$ cat src/rtl/gppm_pkg.sv
// Shared definitions for the GPPM LED monitor: channel count, level width, FSM states.
// Latency: n/a (types and constants only).
// Backpressure: n/a.
package gppm_pkg;

   localparam int LED_CH  = 8;
   localparam int LEVEL_W = 8;

   typedef enum logic {
      GPPM_MON_IDLE    = 1'b0,
      GPPM_MON_MEASURE = 1'b1
   } gppm_mon_state_e;

endpackage

$ cat src/rtl/gppm_duty_channel.sv
// One LED channel: high-time accumulator, scaling to an 8-bit level with saturation, change flag.
// Latency: level/changed update on the edge where latch is high (that edge's sample included).
// Backpressure: none; the accumulator is advanced every cycle by the shared window control.
//
// Ports:
//   clk, reset      - clock, async active-high reset
//   clear           - zero the accumulator (idle or aborted window)
//   sample          - synchronized LED bit, already gated by "measuring"
//   latch           - last cycle of the window: publish level, recompute changed
//   level, changed  - registered outputs, held between latches
module gppm_duty_channel
   import gppm_pkg::*;
#(
   parameter int PERIOD_LOG2 = 8
) (
   input  logic               clk,
   input  logic               reset,
   input  logic               clear,
   input  logic               sample,
   input  logic               latch,
   output logic [LEVEL_W-1:0] level,
   output logic               changed
);

   // One extra bit so a fully-high window (2**PERIOD_LOG2) is representable.
   logic [PERIOD_LOG2:0] acc_q, acc_d, acc_inc;
   logic [LEVEL_W-1:0]   level_q, level_d, level_new;
   logic                 changed_q, changed_d;

   always_comb begin
      acc_inc = acc_q + {{PERIOD_LOG2{1'b0}}, sample};
      // acc >> (PERIOD_LOG2-8) is acc_inc[PERIOD_LOG2 -: 9]; the top bit can only
      // be set for the full count 256, which saturates to 255.
      level_new = acc_inc[PERIOD_LOG2] ? {LEVEL_W{1'b1}}
                                       : acc_inc[PERIOD_LOG2-1 -: LEVEL_W];
      acc_d     = acc_inc;
      level_d   = level_q;
      changed_d = changed_q;
      if (latch) begin
         // Window end wins over clear so a latch on an enable-drop edge completes.
         acc_d     = '0;
         level_d   = level_new;
         changed_d = (level_new != level_q);
      end else if (clear) begin
         acc_d = '0;
      end
   end

   always_ff @(posedge clk or posedge reset) begin
      if (reset) begin
         acc_q     <= '0;
         level_q   <= '0;
         changed_q <= 1'b0;
      end else begin
         acc_q     <= acc_d;
         level_q   <= level_d;
         changed_q <= changed_d;
      end
   end

   assign level   = level_q;
   assign changed = changed_q;

endmodule

$ cat src/rtl/gppm_led_monitor.sv
// Brightness monitor: synchronizes the eight LED lines and reports per-channel duty once per window.
// Latency: 2-cycle input sync; frame_done exactly 2**PERIOD_LOG2 cycles after enable is sampled high.
// Backpressure: none; results are overwritten every window, enable low idles/aborts.
//
// Ports:
//   clk, reset  - clock, async active-high reset
//   enable      - run measurement; dropping it mid-window discards the partial window
//   leds        - asynchronous LED lines under observation
//   duty        - channel i level at duty[8*i+7:8*i]
//   changed     - bit i set when channel i's latest level differs from the previous one
//   frame_done  - one-cycle pulse on the edge duty/changed update
// PERIOD_LOG2 must be >= 8.
module gppm_led_monitor
   import gppm_pkg::*;
#(
   parameter int PERIOD_LOG2 = 8
) (
   input  logic                      clk,
   input  logic                      reset,
   input  logic                      enable,
   input  logic [LED_CH-1:0]         leds,
   output logic [LED_CH*LEVEL_W-1:0] duty,
   output logic [LED_CH-1:0]         changed,
   output logic                      frame_done
);

   gppm_mon_state_e        state_q, state_d;
   logic [LED_CH-1:0]      sync1_q, sync1_d;
   logic [LED_CH-1:0]      led_s_q, led_s_d;
   logic [PERIOD_LOG2-1:0] wcnt_q, wcnt_d;
   logic                   frame_done_q, frame_done_d;
   logic                   measuring, win_end, acc_clear;
   logic [LED_CH-1:0]      acc_sample;

   always_comb begin
      sync1_d      = leds;
      led_s_d      = sync1_q;
      measuring    = (state_q == GPPM_MON_MEASURE);
      win_end      = measuring && (wcnt_q == {PERIOD_LOG2{1'b1}});
      acc_clear    = !measuring || !enable;
      acc_sample   = measuring ? led_s_q : '0;
      frame_done_d = win_end;
      state_d      = state_q;
      wcnt_d       = '0;
      case (state_q)
         GPPM_MON_IDLE: begin
            if (enable) state_d = GPPM_MON_MEASURE;
         end
         GPPM_MON_MEASURE: begin
            // The counter wraps from max to 0, so windows run back to back.
            if (enable) wcnt_d = wcnt_q + {{(PERIOD_LOG2-1){1'b0}}, 1'b1};
            else        state_d = GPPM_MON_IDLE;
         end
         default: state_d = GPPM_MON_IDLE;
      endcase
   end

   always_ff @(posedge clk or posedge reset) begin
      if (reset) begin
         state_q      <= GPPM_MON_IDLE;
         sync1_q      <= '0;
         led_s_q      <= '0;
         wcnt_q       <= '0;
         frame_done_q <= 1'b0;
      end else begin
         state_q      <= state_d;
         sync1_q      <= sync1_d;
         led_s_q      <= led_s_d;
         wcnt_q       <= wcnt_d;
         frame_done_q <= frame_done_d;
      end
   end

   for (genvar i = 0; i < LED_CH; i++) begin : g_ch
      gppm_duty_channel #(
         .PERIOD_LOG2 (PERIOD_LOG2)
      ) u_ch (
         .clk     (clk),
         .reset   (reset),
         .clear   (acc_clear),
         .sample  (acc_sample[i]),
         .latch   (win_end),
         .level   (duty[i*LEVEL_W +: LEVEL_W]),
         .changed (changed[i])
      );
   end

   assign frame_done = frame_done_q;

endmodule

$ cat config.mk
export PLATFORM = sky130hd
export DESIGN_NAME = gppm_led_monitor
export DESIGN_NICKNAME = d
export VERILOG_FILES = /design/src/rtl/gppm_pkg.sv /design/src/rtl/gppm_duty_channel.sv /design/src/rtl/gppm_led_monitor.sv
export SDC_FILE = /design/constraint.sdc
export NUM_CORES = 1
export LEC_CHECK = 0
export CORE_ASPECT_RATIO = 0.8
export CORE_MARGIN = 5
export CORE_UTILIZATION = 60
export DETAILED_ROUTE_END_ITERATION = 7
export PLACE_DENSITY = 0.8
export SYNTH_ARGS = -nofsm -noshare
export SYNTH_HDL_FRONTEND = slang
export SYNTH_SLANG_ARGS = --single-unit
$ cat constraint.sdc
create_clock -name clk -period 8.54 [get_ports clk]
set_input_delay 1.281 -clock clk [delete_from_list [all_inputs] [get_ports clk]]
set_output_delay 1.281 -clock clk [all_outputs]
set_load 0.005 [all_outputs]
# After elaboration in Yosys (flattened, before gate mapping)
# Index checks and enable logic that the tools add are counted.
[classes]
add_sub_neg = 9
eq_ne = 9
n_mux = 28
reduce_logical = 4
[ops]
columns = ["cell", "count"]
rows = [
  ["2-to-1 mux 9 bit", 16],
  ["2-to-1 mux 8 bit", 11],
  ["adder 9 x 1 -> 9 bit", 8],
  ["!= test 8 bit", 8],
  ["adder 8 x 1 -> 8 bit (second input constant)", 1],
  ["equality test 8 bit (second input constant)", 1],
  ["logical NOT 1 bit", 2],
  ["logical AND 1 bit", 1],
  ["logical OR 1 bit", 1],
  ["2-to-1 mux 1 bit", 1],
]
[word_totals]
regBits = 170
input_bits = 11
output_inout_bits = 73
word_cells = 79

# Longest topological paths before layout
# Gate-level depths: netlist of run 1.
[depth]
ltp_word = 4
ltp_mapped = 12
mapped_depth_nobuf = 9

# Modules after synthesis
# A second synthesis of run 1 with hierarchy kept.
[hier_totals]
cells_unflattened = 943
hier_area_um2 = 9421.5
[modules_own_cells]
columns = ["mod", "instances", "cells_per_inst", "area_per_inst_um2", "seq_area_each_um2"]
rows = [
  ["gppm_duty_channel", 8, 110, 1069.8, 450.4],
  ["gppm_led_monitor", 1, 63, 863.3, 650.6],
]

# Least setup slack after synthesis of run 1
# Ideal clock, no wire load.
[synth_path]
path_kind = "flip-flop to flip-flop"
start = "register state_q (netlist: measuring)"
end = "register g_ch[5].u_ch.changed_q"
t_arrival_ns = 2.456
path_slack_ns = 5.958
path_stages_with_launch = 12
path_buffers = 2
period_less_slack_ns = 2.582
path_cell_list = "dfrtp_1 > clkbuf_1 > and2_1 > ha_1 > ha_1 > buf_2 > nand3_1 > nor2_2 > xnor2_1 > and2_1 > o211ai_1 > o32a_1"
[synth_via]
elab_chain_len = 4
elab_cells_between_ends = 5
[synth_lines]
columns = ["element", "line", "rtl"]
rows = [
  ["start, declared", "gppm_led_monitor.sv:27", "gppm_mon_state_e state_q, state_d;"],
  ["start signal, assigned", "gppm_led_monitor.sv:66", "state_q <= state_d;"],
  ["2-to-1 mux 8 bit", "gppm_led_monitor.sv:41", "acc_sample = measuring ? led_s_q : '0;"],
  ["adder 9 x 1 -> 9 bit", "gppm_duty_channel.sv:31", "acc_inc = acc_q + {{PERIOD_LOG2{1'b0}}, sample};"],
  ["2-to-1 mux 8 bit", "gppm_duty_channel.sv:34", "level_new = acc_inc[PERIOD_LOG2] ? {LEVEL_W{1'b1}}"],
  ["!= test 8 bit", "gppm_duty_channel.sv:43", "changed_d = (level_new != level_q);"],
  ["end signal, assigned", "gppm_duty_channel.sv:57", "changed_q <= changed_d;"],
  ["end, declared", "gppm_duty_channel.sv:28", "logic changed_q, changed_d;"],
]
# Several ways; a longest one is shown, not always the timed one.
# A chain may end at the register's enable or synchronous reset.

# Worst setup path in the final report of run 1
[layout_path]
start = "register state_q (netlist: measuring)"
end = "register g_ch[2].u_ch.changed_q"
[layout_via]
elab_chain_len = 4
elab_cells_between_ends = 5
[layout_lines]
columns = ["element", "line"]
rows = [
  ["2-to-1 mux 8 bit", "gppm_led_monitor.sv:41"],
  ["adder 9 x 1 -> 9 bit", "gppm_duty_channel.sv:31"],
  ["2-to-1 mux 8 bit", "gppm_duty_channel.sv:34"],
  ["!= test 8 bit", "gppm_duty_channel.sv:43"],
  ["end signal, assigned", "gppm_duty_channel.sv:57"],
  ["end, declared", "gppm_duty_channel.sv:28"],
]
# Several ways; a longest one is shown, not always the timed one.

==> results of run 1 <==
[metrics by stage]
step	hold WS (ns)	total power (µW)	instance area [µm²]	setup WS, ns
floorplan	0.3312	861.3	9011	2.656
global placement	0.3333	878.2	9891	5.146
detailed placement	0.3347	879.2	9891	5.130
CTS	0.3492	1692	10520	5.405
global route	0.3563	1733	10520	5.173
finish	0.3479	1684	10520	5.409
[layer usage]
metal  GRT usage  vias up  share of wire
met5           0        -              0
met4     0.07101        0          0.015
met3     0.03964       29          0.050
met2      0.3727      178           0.47
met1      0.3373     3476           0.47
li1            -     3479              -
[layout make-up]
| class | count | area, µm² | area share |
|---|---|---|---|
| Timing Repair Buffer | 88 | 868.3 | 0.08256 |
| Inverter | 11 | 46.29 | 0.004402 |
| Multi-Input combinational cell | 718 | 4486 | 0.4265 |
| Tap cell | 189 | 236.5 | 0.02248 |
| Clock buffer | 20 | 456.7 | 0.04342 |
| Sequential cell | 170 | 4254 | 0.4045 |
| Clock inverter | 12 | 170.2 | 0.01618 |
[final timing paths]
path	from	endpoint	slack (ns)	cells past startpoint
worst max-delay path	measuring	g_ch[2].u_ch.changed	5.41	9
worst min-delay path	led_s_d[1]	led_s_q[1]	0.35	0
worst max register to register	measuring	g_ch[2].u_ch.changed	5.41	9
worst min register to register	led_s_d[1]	led_s_q[1]	0.35	0
max in group asynchronous	reset	g_ch[7].u_ch.changed	5.72	3
min in group asynchronous	reset	g_ch[2].u_ch.level[6]	1.42	2
[cells in the final DEF, fill, tap and decap left out, types with 6 or more instances in the layout]
cell,instances
nor3_1,18
inv_1,9
nor2_1,151
a31oi_1,47
xnor2_1,48
nor4_1,6
and4_1,7
clkdlybuf4s50_1,83
nand4b_1,6
a21oi_1,21
clkbuf_16,17
o21ai_0,39
and2_1,38
xor2_1,43
o211ai_1,12
nand2_1,65
nor3b_1,9
o21a_1,11
nand4_1,15
and3_1,10
or3_1,11
ha_1,17
dfrtp_1,170
nand2b_1,7
nand3_1,45
[power breakdown]
part | internal [µW] | switching [µW]
logic | 15.5 | 32.7
clock network | 503 | 318
registers | 811 | 3.11
[cell families after synthesis]
family	share of synthesized area
compound gates	0.1350
fa+ha+maj	0.02360
flops	0.4721
mux	0.005832
xor+xnor	0.1037
simple gates	0.2290
buf+inv	0.03082
[registers in the layout, summed over array words and instances (netlist names)]
register and count:
led_s_q 8, g_ch.u_ch.changed 8, measuring 1, g_ch.u_ch.acc_q 72, frame_done 1, wcnt_q 8, led_s_d 8, g_ch.u_ch.level 64
==> impl_metrics.json, run 1 <==
{
  "antenna_cells_inserted": 0,
  "timing.max_slew.rel_slack": 0.2228,
  "vdd_drop_max_uv": 145.9,
  "synthesis.area_per_instance_um2": 9.485,
  "fp.dieArea_um2": 17580,
  "finalMaxSlewViolations": 0,
  "antenna_left": 0,
  "die_w_um": 147.0,
  "timing.final.crit_period_ns": 3.131,
  "yosysMostFrequentCell": "dfrtp_1",
  "share_of_the_yosys_chip_area_belonging_to_registers": 0.4721,
  "synth-async-reset-ratio": 1.000,
  "detailed_place_hpwl_mm": 13.40,
  "antenna_found_initial": 0,
  "synthTopCellsByCount": "dfrtp_1, nor2_1, nand2_1, a31oi_1, xnor2_1",
  "hold_path.class": "flop to flop",
  "crit_slowest_cell": "xnor2_1",
  "clkLatencyLatePin_ns": 0.44,
  "tritoncts": "done",
  "num_vias": 7162,
  "hold_buffers": 0,
  "worst_setup_path_end_kind": "flop",
  "cap_violations": 0,
  "setup_viol": 0,
  "dpl.cell_count": 1176,
  "category_of_cells_accounting_for_the_largest_share_of_critical_path_delay": "XOR/XNOR gates",
  "cts-root-to-sink-buffers": 2,
  "ctsHtreeMaxLevel": 4,
  "cts.clk_slew.worst_paths_ns": 0.06,
  "final_core_utilization": 0.7076,
  "fill_cell_count": 1128,
  "synth_enable_flop_cells": 0,
  "leakage_uw": 0.004486,
  "cp.buffers_inverters": 0,
  "area_growth_pct": 16.72,
  "rsz0062_at_grt": "no",
  "remaining_drc_errors": 0,
  "cts_sinks": 170,
  "groute.usage.overall": 0.2356,
  "post_synth_design_cell_area_um2": 9011,
  "port_buffers": 83,
  "synthesized_netlist_net_count": 978,
  "cts_setup_buffers": 0,
  "synthFlopType": "dfrtp_1",
  "timing_worst_setup_path_type": "flop to flop",
  "grt_pass1_vias": 6742,
  "crit_path_start_kind": "flop",
  "cpMostUsedCell": "ha_1",
  "postSynthRegisterBits": 170,
  "gp_congestion": 0.8490,
  "dominant_cells_by_area_after_synthesis": "dfrtp_1, nor2_1, xnor2_1",
  "yosys.area.top_type": "dfrtp_1",
  "cts_repair_resize_count": 0,
  "instances_no_fill": 1208,
  "status": "complete, no violations",
  "cts_root_buf": "clkbuf_16",
  "postSynthCellCount": 950,
  "hold_viol": 0,
  "globalRoute.totalOverflow": 0,
  "worstPathRequired_ns": 8.83,
  "layout.nets": 1034,
  "dieHeight_um": 119.6,
  "finalClockSkew_ns": 0.008190,
  "timing.setup.tns_ns": 0,
  "grt_pass1_wl_mm": 33.91,
  "wirelength_mm": 19.93,
  "timing.fmax_ghz": 0.3194,
  "path_cells": "and2_1, ha_1, ha_1, nand3_1, nor3_1, xnor2_1, nand2_1, o311ai_0, a31oi_1",
  "post-route-period-util": 0.3667,
  "worst-path-max-fanout": 15,
  "power-per-cell-area_nw_per_um2": 160.2,
  "average_wire_length_per_cell_after_detail_routing_um": 16.50,
  "timing_worst_slew_pin_value_ns": 1.158,
  "yosysTopAreaCellShare": 0.4721,
  "critical_path.max_stage_delay_ns": 0.91,
  "pin_count_of_the_biggest_net_entering_global_routing": 104,
  "yosysUniqueCellTypes": 69,
  "drtPass1Iterations": 5,
  "ys_warn_count": 0,
  "placeableCoreArea_um2": 14860,
  "drive_gt1_frac": 0.05790,
  "vias_per_cell": 5.929,
  "num_cts_buffers": 17,
  "io_pins": 84,
  "critPathArrivalTime_ns": 3.42,
  "initial_core_utilization": 0.6062,
  "detail_route.iter0.violations": 431,
  "core.rowCount": 40
}
Note: power is estimated with default switching activity, not from simulation.
==> run 2: changes to the inputs <==
--- a/config.mk
+++ b/config.mk
@@ -7,9 +7,9 @@
 export LEC_CHECK = 0
 export CORE_ASPECT_RATIO = 0.8
 export CORE_MARGIN = 5
-export CORE_UTILIZATION = 60
+export CORE_UTILIZATION = 58
 export DETAILED_ROUTE_END_ITERATION = 7
-export PLACE_DENSITY = 0.8
+export PLACE_DENSITY = 0.78
 export SYNTH_ARGS = -nofsm -noshare
 export SYNTH_HDL_FRONTEND = slang
 export SYNTH_SLANG_ARGS = --single-unit
==> constraint.sdc (replaced) <==
create_clock -name clk -period 3 [get_ports clk]
set_input_delay 0.45 -clock clk [delete_from_list [all_inputs] [get_ports clk]]
set_output_delay 0.45 -clock clk [all_outputs]
set_load 0.005 [all_outputs]
==> run 2 against run 1 <==
Compared with the run above: sequential share of layout area decreased by 0.70 points; count of clock-buffer cells in the layout unchanged; via count grew 0.35%; core utilization grew 0.070 points; sequential power rose to 2.9 times the previous value; worst hold slack about the same; non-clock buffer count is 13 higher; clock power grew to 2.9 times the previous value; setup slack got worse by 5.2 ns; combinational power increased to 3.0 times the previous value; global-route usage down 0.38 points; design area up 1.8%; largest power group unchanged.
==> impl_metrics.json, run 2 (synthesis results as in run 1) <==
{
  "layout.cells.most_common": "dfrtp_1",
  "power-per-cell-area_nw_per_um2": 453.4,
  "use_met2": 0.3582,
  "timing_worst_setup_path_type": "flop to flop",
  "area_growth_pct": 18.80,
  "worst-path-max-fanout": 11,
  "global_route.peak_usage_layer": "met2",
  "finalMaxSlewViolations": 0,
  "rsz0062_at_grt": "no",
  "antenna_found_initial": 0,
  "reg2reg_depth": 9,
  "vdd_drop_max_uv": 389.4,
  "globalRoute.totalOverflow": 0,
  "top_register": "g_ch.u_ch.acc_q",
  "fp.dieArea_um2": 18140,
  "clkLatencyLatePin_ns": 0.43,
  "status": "complete, no violations",
  "crit_path_start_kind": "flop",
  "port_buffers": 83,
  "critPathArrivalTime_ns": 3.07,
  "tritoncts": "done",
  "detailed_place_hpwl_mm": 13.69,
  "dieHeight_um": 121.5,
  "antenna_cells_inserted": 0,
  "cts-root-to-sink-buffers": 2,
  "globalRouteMet3Util": 0.04854,
  "post-route-period-util": 0.9184,
  "timing_worst_slew_pin_value_ns": 0.5507,
  "ctsHtreeMaxLevel": 4,
  "setup_viol": 0,
  "placeableCoreArea_um2": 15110,
  "grt_pass1_wl_mm": 34.13,
  "average_wire_length_per_cell_after_detail_routing_um": 16.00,
  "die_w_um": 149.4,
  "layout.nets": 1047,
  "groute.usage.overall": 0.2319,
  "dpl.cell_count": 1210,
  "drtPass1Iterations": 5,
  "num_cts_buffers": 17,
  "finalClockSkew_ns": 0.006833,
  "timing.final.crit_period_ns": 2.755,
  "timing.max_slew.rel_slack": 0.6328,
  "timing.final.ws_setup_ns": 0.2448,
  "hold_path.class": "flop to flop",
  "cts_sinks": 170,
  "num_vias": 7187,
  "worstPathRequired_ns": 3.31,
  "instances_no_fill": 1242,
  "final_design_area_no_fill_um2": 10710,
  "min_path_cells": 0,
  "gp_congestion": 0.8352,
  "pin_count_of_the_biggest_net_entering_global_routing": 105,
  "largest_register_ffs": 72,
  "timing.setup.tns_ns": 0,
  "vias_per_cell": 5.787,
  "grt_pass1_vias": 6955,
  "cap_violations": 0,
  "multi_input_area_um2": 4496,
  "antenna_left": 0,
  "drive_gt1_frac": 0.07171,
  "pre_cts_slack_ns": 0.1433,
  "detail_route.iter0.violations": 526,
  "cts.clk_slew.worst_paths_ns": 0.06,
  "remaining_drc_errors": 0,
  "seq_cell_area_um2": 4255,
  "worst_setup_path_end_kind": "flop",
  "timing.fmax_ghz": 0.3629,
  "wirelength_mm": 19.87,
  "initial_core_utilization": 0.5962,
  "groute.layer.met1.usage": 0.3355,
  "fill_cell_count": 1140,
  "hold_viol": 0,
  "io_pins": 84,
  "commonest_cells_after_routing_fill_and_taps_aside": "dfrtp_1, nor2_1, clkdlybuf4s50_1",
  "cts_root_buf": "clkbuf_16",
  "core.rowCount": 40,
  "leakage_uw": 0.004546,
  "placed_cell_area_um2": 10050
}
-- run 2: critical path, stage by stage (launching register included) --
cell and delay (ns):
dfrtp_2 0.50, and2_1 0.17, ha_1 0.27, ha_2 0.35, nand3_1 0.18, o21ai_1 0.21
nor3b_1 0.32, xor2_1 0.18, o211ai_1 0.10, o32a_1 0.34
-- run 2: power breakdown --
group | switching (µW) | internal [µW] | total [µW] | leakage (µW)
combinational | 95.5 | 51.5 | 147 | 0.00191
sequential | 8.40 | 2310 | 2320 | 0.00233
clock | 894 | 1500 | 2390 | 0.000306
total | 997 | 3860 | 4850 | 0.00455
-- run 2: metal layers --
layer  part of all wire  routed length (µm)  vias up
met2               0.46                9096      157
met5                  0                   0        -
li1                   -                   -     3506
met4              0.012                 229        0
met1               0.49                9682     3503
met3              0.043                 861       21
-- run 2: timing repair --
action                     CTS  global route
hold buffers                 0             0
resized for setup            1             3
setup endpoints to repair    1             2
hold endpoints to repair     0             0
setup buffers                0             0
-- run 2: area by class of cell --
| class | instances | share of cell area |
|---|---|---|
| clock buffer | 20 | 0.04172 |
| multi-input combinational | 718 | 0.4199 |
| sequential | 170 | 0.3975 |
| timing repair buffer | 101 | 0.09373 |
| tap | 210 | 0.02454 |
| inverter | 11 | 0.004208 |
| clock inverter | 12 | 0.01835 |
-- run 2: path summary, 6_finish.rpt --
check | from | end | slack (ns)
setup / recovery | measuring | g_ch[5].u_ch.changed | 0.24
max in group asynchronous | reset | g_ch[7].u_ch.level[7] | 2.02
min in group asynchronous | reset | led_s_d[3] | 0.48
hold reg to reg | led_s_d[0] | led_s_q[0] | 0.35
hold / removal | led_s_d[0] | led_s_q[0] | 0.35
setup reg to reg | measuring | g_ch[5].u_ch.changed | 0.24
-- run 2: through the flow --
step	hold slack, ns	utilization	power, µW
6_report	0.3483	0.7083	4854
5_1_grt	0.3547	0.7083	5015
4_1_cts	0.3493	0.7076	4891
3_5_place_dp	0.3355	0.6650	2512
3_3_place_gp	0.3332	0.6650	2509
2_1_floorplan	0.3312	-	2452
==> run 3: changes to the inputs <==
--- a/config.mk
+++ b/config.mk
@@ -5,6 +5,7 @@
 export SDC_FILE = /design/constraint.sdc
 export NUM_CORES = 1
 export LEC_CHECK = 0
+export CAP_MARGIN = 40
 export CORE_ASPECT_RATIO = 0.8
 export CORE_MARGIN = 5
 export CORE_UTILIZATION = 58
==> results of run 3 <==
The final DEF is identical to that of run 2; final timing and power are the same.
